--- src/rtl/ps2_host_tx.sv ---
// PS/2 host-to-device transmitter: inhibit, request-to-send, then shifts one byte out on device clock falls.
// Optional watchdog enabled by defining PS2_TX_TIMEOUT_EN; otherwise only reset_n recovers a stalled transfer.
`timescale 1ns/1ps
module ps2_host_tx #(
    parameter int INHIBIT_CYCLES = 10000,
    parameter int TIMEOUT_CYCLES = 2000000
) (
    input  logic       clk,
    input  logic       reset_n,
    input  logic [7:0] tx_data,
    input  logic       tx_valid,
    output logic       tx_ready,
    output logic       tx_done,
    output logic       tx_error,
    output logic       busy,
    input  logic       ps2_clk_in,
    input  logic       ps2_data_in,
    output logic       ps2_clk_oe,
    output logic       ps2_data_oe
);

    localparam int CW = (INHIBIT_CYCLES > 1) ? $clog2(INHIBIT_CYCLES) : 1;
    localparam logic [CW-1:0] INH_LAST = CW'(INHIBIT_CYCLES - 1);

    typedef enum logic [2:0] {
        S_IDLE,
        S_INHIBIT,
        S_RTS,
        S_SHIFT,
        S_ACK,
        S_WAIT_IDLE
    } state_t;

    state_t        state, state_nxt;
    logic [CW-1:0] cnt, cnt_nxt;
    logic [3:0]    bit_cnt, bit_cnt_nxt;
    logic [7:0]    shreg, shreg_nxt;
    logic          par, par_nxt;
    logic          ack_ok, ack_ok_nxt;
    logic          clk_oe_q, clk_oe_nxt;
    logic          data_oe_q, data_oe_nxt;
    logic          done_q, done_nxt;
    logic          err_q, err_nxt;

    logic clk_meta, clk_s, clk_s_prev;
    logic data_meta, data_s;
    logic fall;

`ifdef PS2_TX_TIMEOUT_EN
    localparam int TW = (TIMEOUT_CYCLES > 1) ? $clog2(TIMEOUT_CYCLES) : 1;
    localparam logic [TW-1:0] TMO_LAST = TW'(TIMEOUT_CYCLES - 1);
    logic [TW-1:0] tcnt, tcnt_nxt;
`endif

    assign fall     = clk_s_prev & ~clk_s;
    assign tx_ready = (state == S_IDLE);
    assign busy     = (state != S_IDLE);
    assign tx_done  = done_q;
    assign tx_error = err_q;
    assign ps2_clk_oe  = clk_oe_q;
    assign ps2_data_oe = data_oe_q;

    // Synchronisers reset to the released (high) line level so reset never fabricates a fall.
    always_ff @(posedge clk) begin
        if (!reset_n) begin
            clk_meta   <= 1'b1;
            clk_s      <= 1'b1;
            clk_s_prev <= 1'b1;
            data_meta  <= 1'b1;
            data_s     <= 1'b1;
        end else begin
            clk_meta   <= ps2_clk_in;
            clk_s      <= clk_meta;
            clk_s_prev <= clk_s;
            data_meta  <= ps2_data_in;
            data_s     <= data_meta;
        end
    end

    always_ff @(posedge clk) begin
        if (!reset_n) begin
            state     <= S_IDLE;
            cnt       <= '0;
            bit_cnt   <= '0;
            shreg     <= '0;
            par       <= 1'b0;
            ack_ok    <= 1'b0;
            clk_oe_q  <= 1'b0;
            data_oe_q <= 1'b0;
            done_q    <= 1'b0;
            err_q     <= 1'b0;
        end else begin
            state     <= state_nxt;
            cnt       <= cnt_nxt;
            bit_cnt   <= bit_cnt_nxt;
            shreg     <= shreg_nxt;
            par       <= par_nxt;
            ack_ok    <= ack_ok_nxt;
            clk_oe_q  <= clk_oe_nxt;
            data_oe_q <= data_oe_nxt;
            done_q    <= done_nxt;
            err_q     <= err_nxt;
        end
    end

`ifdef PS2_TX_TIMEOUT_EN
    always_ff @(posedge clk) begin
        if (!reset_n) begin
            tcnt <= '0;
        end else begin
            tcnt <= tcnt_nxt;
        end
    end
`endif

    always_comb begin
        state_nxt   = state;
        cnt_nxt     = cnt;
        bit_cnt_nxt = bit_cnt;
        shreg_nxt   = shreg;
        par_nxt     = par;
        ack_ok_nxt  = ack_ok;
        clk_oe_nxt  = clk_oe_q;
        data_oe_nxt = data_oe_q;
        done_nxt    = 1'b0;
        err_nxt     = 1'b0;

        case (state)
            S_IDLE: begin
                clk_oe_nxt  = 1'b0;
                data_oe_nxt = 1'b0;
                if (tx_valid) begin
                    state_nxt   = S_INHIBIT;
                    cnt_nxt     = '0;
                    bit_cnt_nxt = '0;
                    shreg_nxt   = tx_data;
                    par_nxt     = ~^tx_data;
                    ack_ok_nxt  = 1'b0;
                    clk_oe_nxt  = 1'b1;
                end
            end
            S_INHIBIT: begin
                clk_oe_nxt = 1'b1;
                if (cnt == INH_LAST) begin
                    clk_oe_nxt  = 1'b0;
                    data_oe_nxt = 1'b1;
                    state_nxt   = S_RTS;
                end else begin
                    cnt_nxt = cnt + 1'b1;
                end
            end
            S_RTS: begin
                clk_oe_nxt  = 1'b0;
                data_oe_nxt = 1'b1;
                if (fall) begin
                    data_oe_nxt = ~shreg[0];
                    bit_cnt_nxt = 4'd1;
                    state_nxt   = S_SHIFT;
                end
            end
            S_SHIFT: begin
                if (fall) begin
                    bit_cnt_nxt = bit_cnt + 4'd1;
                    if (bit_cnt <= 4'd7) begin
                        data_oe_nxt = ~shreg[bit_cnt[2:0]];
                    end else if (bit_cnt == 4'd8) begin
                        data_oe_nxt = ~par;
                    end else begin
                        data_oe_nxt = 1'b0;
                        state_nxt   = S_ACK;
                    end
                end
            end
            S_ACK: begin
                if (fall) begin
                    ack_ok_nxt = ~data_s;
                    state_nxt  = S_WAIT_IDLE;
                end
            end
            S_WAIT_IDLE: begin
                if (clk_s && data_s) begin
                    done_nxt  = ack_ok;
                    err_nxt   = ~ack_ok;
                    state_nxt = S_IDLE;
                end
            end
            default: begin
                state_nxt   = S_IDLE;
                clk_oe_nxt  = 1'b0;
                data_oe_nxt = 1'b0;
            end
        endcase

`ifdef PS2_TX_TIMEOUT_EN
        // Watchdog spans every state where the device owns the clock; it overrides normal progress.
        tcnt_nxt = '0;
        if (state == S_RTS || state == S_SHIFT || state == S_ACK || state == S_WAIT_IDLE) begin
            if (fall) begin
                tcnt_nxt = '0;
            end else if (tcnt == TMO_LAST) begin
                tcnt_nxt    = '0;
                state_nxt   = S_IDLE;
                clk_oe_nxt  = 1'b0;
                data_oe_nxt = 1'b0;
                done_nxt    = 1'b0;
                err_nxt     = 1'b1;
            end else begin
                tcnt_nxt = tcnt + 1'b1;
            end
        end
`endif
    end

endmodule

--- config.mk ---
export PLATFORM = sky130hd
export DESIGN_NAME = ps2_host_tx
export DESIGN_NICKNAME = d
export VERILOG_FILES = /design/src/rtl/ps2_host_tx.sv
export SDC_FILE = /design/constraint.sdc
export NUM_CORES = 1
export LEC_CHECK = 0
export CORE_AREA = 3 3 68 83
export CTS_CLUSTER_DIAMETER = 100
export DETAILED_ROUTE_END_ITERATION = 8
export DIE_AREA = 0 0 71 86
export HOLD_SLACK_MARGIN = 0.03
export SKIP_LAST_GASP = 1
export SYNTH_ARGS = -nofsm -noshare
export SYNTH_HDL_FRONTEND = slang
export SYNTH_SLANG_ARGS = --single-unit
--- constraint.sdc ---
create_clock -name clk -period 2.1 [get_ports clk]
set_input_delay 0.42 -clock clk [delete_from_list [all_inputs] [get_ports clk]]
set_output_delay 0.42 -clock clk [all_outputs]
set_load 0.1 [all_outputs]
==> impl_results.md <==
- Outcome: completed
- Count of final setup violators: 0
- DRT Wirelength: 4260 µm
- Vias in the first global route: 1624
- Worst setup SP type: flop
- DRC viols: 0
- Seq/Total Area, Yosys: 0.410
- Clock Tree Root: clkbuf_8
- Nets: 282
- Buffers & Inverters on Critical Path: 1
- Overflow after GRT: 0
- CTS tree: built
- Worst skew pair latency: 0.29 ns
- Fin crit share: 0.893
- Multi-input logic area: 0.00111 mm²
- Comb pwr share: 0.437
- Critical path endpoint: cnt[11]
- Switching Power: 0.000946 W
- Hold WC Path Type: flop to flop
- FMAX: approximately 0.53 GHz
- DR WL met3: 114 µm
- Internal: 0.00142 W
- Clock group share of total power: 0.193
- Post-Synthesis Cells: 237
- Sequential Area: 801 µm²
- Worst setup EP type: flop
- CTS sink count: 40
- FF-to-FF path depth: 5
- Port-buffer cells: 18
- Pleak: 0.900 nW
- Die Footprint: 0.00611 mm²
- Crit path depth: 5
- Syn_nets: approximately 250
- Slowest cell on the critical path: or4_1
- CTS Hold Bufs: 0
- Sequence of cells on the critical path: buf_4, nor3b_2, a31oi_4, or4_1, a21oi_1
- CP arrival: 2.10 ns
- Wire length per cell: 13.1 µm
- Sw frac: 0.400
- Chip Height: roughly 86 µm
- Period minus WS final: 1.88 ns
- Post-CTS Setup Repair Bufs: 0
- Setup CP Type: flop to flop
- Antenna viol nets, final: 0
- Placement Rows: 28
- Asr flop ratio synth: 0
- Most common cell after layout, fill and taps aside: dfxtp_1
- Max VDD drop: between 600 and 700 µV
- Slew HR: 0.693
- Highest Signal Layer: met4
- Met2 Wirelength: 2120 µm
- Post-Syn Area: 0.00195 mm²
- Final HPWL DP: 3100 µm
- Ant diodes: 0
- GRT Resource Usage Total: 0.152
- Antenna violations before repair: 0
- Clk slew on worst S/H paths: 0.07 ns
- First-pass GRT wire length: 7420 µm
- Via count: 1705
- Post-Syn Area per Cell: between 8 and 9 µm²
- CP peak stage delay: between 0.4 and 0.5 ns
- EDFF count, synth: 0
- Place WS: -0.330 ns
- Placeable core area: 0.00490 mm²
- Hold_ws: between 0.4 and 0.5 ns
- Number of buffers created by CTS: 5
- M1 WL: 1900 µm
- Fin Clk Skew: 0.00333 ns
- # resized after CTS: 4
- Commonest non-fill, non-tap cells in the layout: dfxtp_1 (40), nand2_1 (34), a21oi_1 (25), nor2_1 (21), buf_4 (19)
- Least-Margin Pin Slew: 0.457 ns
- Max FO, Critical Path: 15
- Placer congestion estimate: 0.809
- Pins Over Slew Limit: 0
- IO Count: 19
- Register bit total from synthesis: 40
- Reg power frac: 0.370
- Cell area after placement: 0.00230 mm²
- Clk buf depth: 2
- Post-synthesis cell type count: 44
- Hold Violations, Final: 0
- R2r setup slk: roughly 0.22 ns
- Initial core utilization: 0.398
- Syn. warnings: 0
- Worst Setup SP: state[0]
- CP required: 2.32 ns
- Reg-to-reg endpoint: cnt[11]
- Via-per-instance ratio: 5.26
- Area grow syn2layout: 22.1%
- Fraction of layout cells with a size suffix above 1: 0.140
- Pwr dens: 993 mW/mm²
- Main synth FF type: dfxtp_1
- Worst setup margin: between 0.2 and 0.25 ns
- Design area: 0.00238 mm²
- RSZ-0062 raised after global routing: false
- Total power: 0.00237 W
- CTS HTree Levels: 2
- Die width: 71 µm
- Top cell family by delay on the critical path: simple AND/OR/NAND/NOR gates
- Largest net degree at the start of global routing: 20
- Final Core Density: 0.486
- Initial DRT Pass Iterations: 4
- Crit Reg-Reg Startpoint: state[0]
- Maxcap violations: 0
- 1st-iter DRT viols: 64
- Filler cell count in the final layout: 488
[worst reg2reg max path, delay by kind of cell (launching register included)]
kind / cells / cell delay [ns]
AOI/OAI and AO/OA: 2 / 0.33
DFF: 1 / 0.34
and+or+nand+nor: 2 / 0.92
buffers and inverters: 1 / 0.22
[layer usage]
metal | vias up | track usage
li1 | 882 | -
met1 | 791 | 0.171
met2 | 22 | 0.267
met3 | 10 | 0.0375
met4 | 0 | 0.0735
met5 | - | 0
[worst min path at each step]
| stage | from | end | slack, ns | depth (start not counted) |
|---|---|---|---|---|
| after floorplan | clk_meta | clk_s | 0.39 | 1 |
| after global placement | data_meta | data_s | 0.39 | 1 |
| after detailed placement | clk_meta | clk_s | 0.40 | 1 |
| after global routing | clk_meta | clk_s | 0.43 | 1 |
| after CTS | ack_ok | tx_error | 0.41 | 1 |
| final | ack_ok | tx_error | 0.41 | 1 |
[flip-flops by register name, summed over array words and instances, names as in the netlist]
| register | count |
|---|---|
| cnt | 14 |
| par | 1 |
| clk_meta | 1 |
| clk_s_prev | 1 |
| data_meta | 1 |
| state | 3 |
| tx_done | 1 |
| ps2_clk_oe | 1 |
| ack_ok | 1 |
| shreg | 8 |
| bit_cnt | 4 |
| clk_s | 1 |
| data_s | 1 |
| tx_error | 1 |
| ps2_data_oe | 1 |
[cell usage after synthesis, drive strengths merged, types with 4 or more instances]
master | count | share of area
clkbuf | 9 | 0.017
a21oi | 25 | 0.064
inv | 7 | 0.013
dfxtp | 40 | 0.41
xor2 | 5 | 0.022
nand4 | 4 | 0.013
o21ai | 11 | 0.028
nor3 | 5 | 0.015
nand2 | 34 | 0.065
nor2 | 21 | 0.040
and3 | 5 | 0.016
xnor2 | 9 | 0.040
nand2b | 5 | 0.016
nand3 | 12 | 0.031
[cell families (layout without fill, tap and decap cells)]
family,count (synthesis),count (layout),synth area share
and+or+nand+nor,107,107,0.279
DFF,40,40,0.410
AOI/OAI and AO/OA,50,50,0.154
adders and majority gates,3,3,0.0192
xor gates and xnor gates,14,14,0.0628
buffers and inverters,19,46,0.0410
muxes,4,4,0.0333
[power by group through the flow]
stage               clock (W)  sequential [W]  combinational (W)
floorplan                   0        0.000989           0.000591
global placement            0        0.000892            0.00102
detailed placement          0        0.000894            0.00103
CTS                  0.000473        0.000878            0.00104
global route         0.000506        0.000886            0.00112
finish               0.000456        0.000876            0.00103
[through the flow]
| stage | std cells | setup TNS (ns) |
|---|---|---|
| 3_3_place_gp | 319 | -0.854 |
| 5_1_grt | 324 | 0 |
| 4_1_cts | 324 | 0 |
| 3_5_place_dp | 319 | -0.982 |
| 6_report | 324 | 0 |
| 2_1_floorplan | 237 | -0.842 |
[area by class of cell]
cell class,instances,area share
multi-input cells,178,0.465
flip-flops and latches,40,0.336
repair buffers,33,0.127
well taps,60,0.0315
clock buffers,5,0.0289
inverters,8,0.0126
No activity file was read; power rests on OpenSTA's default activity.
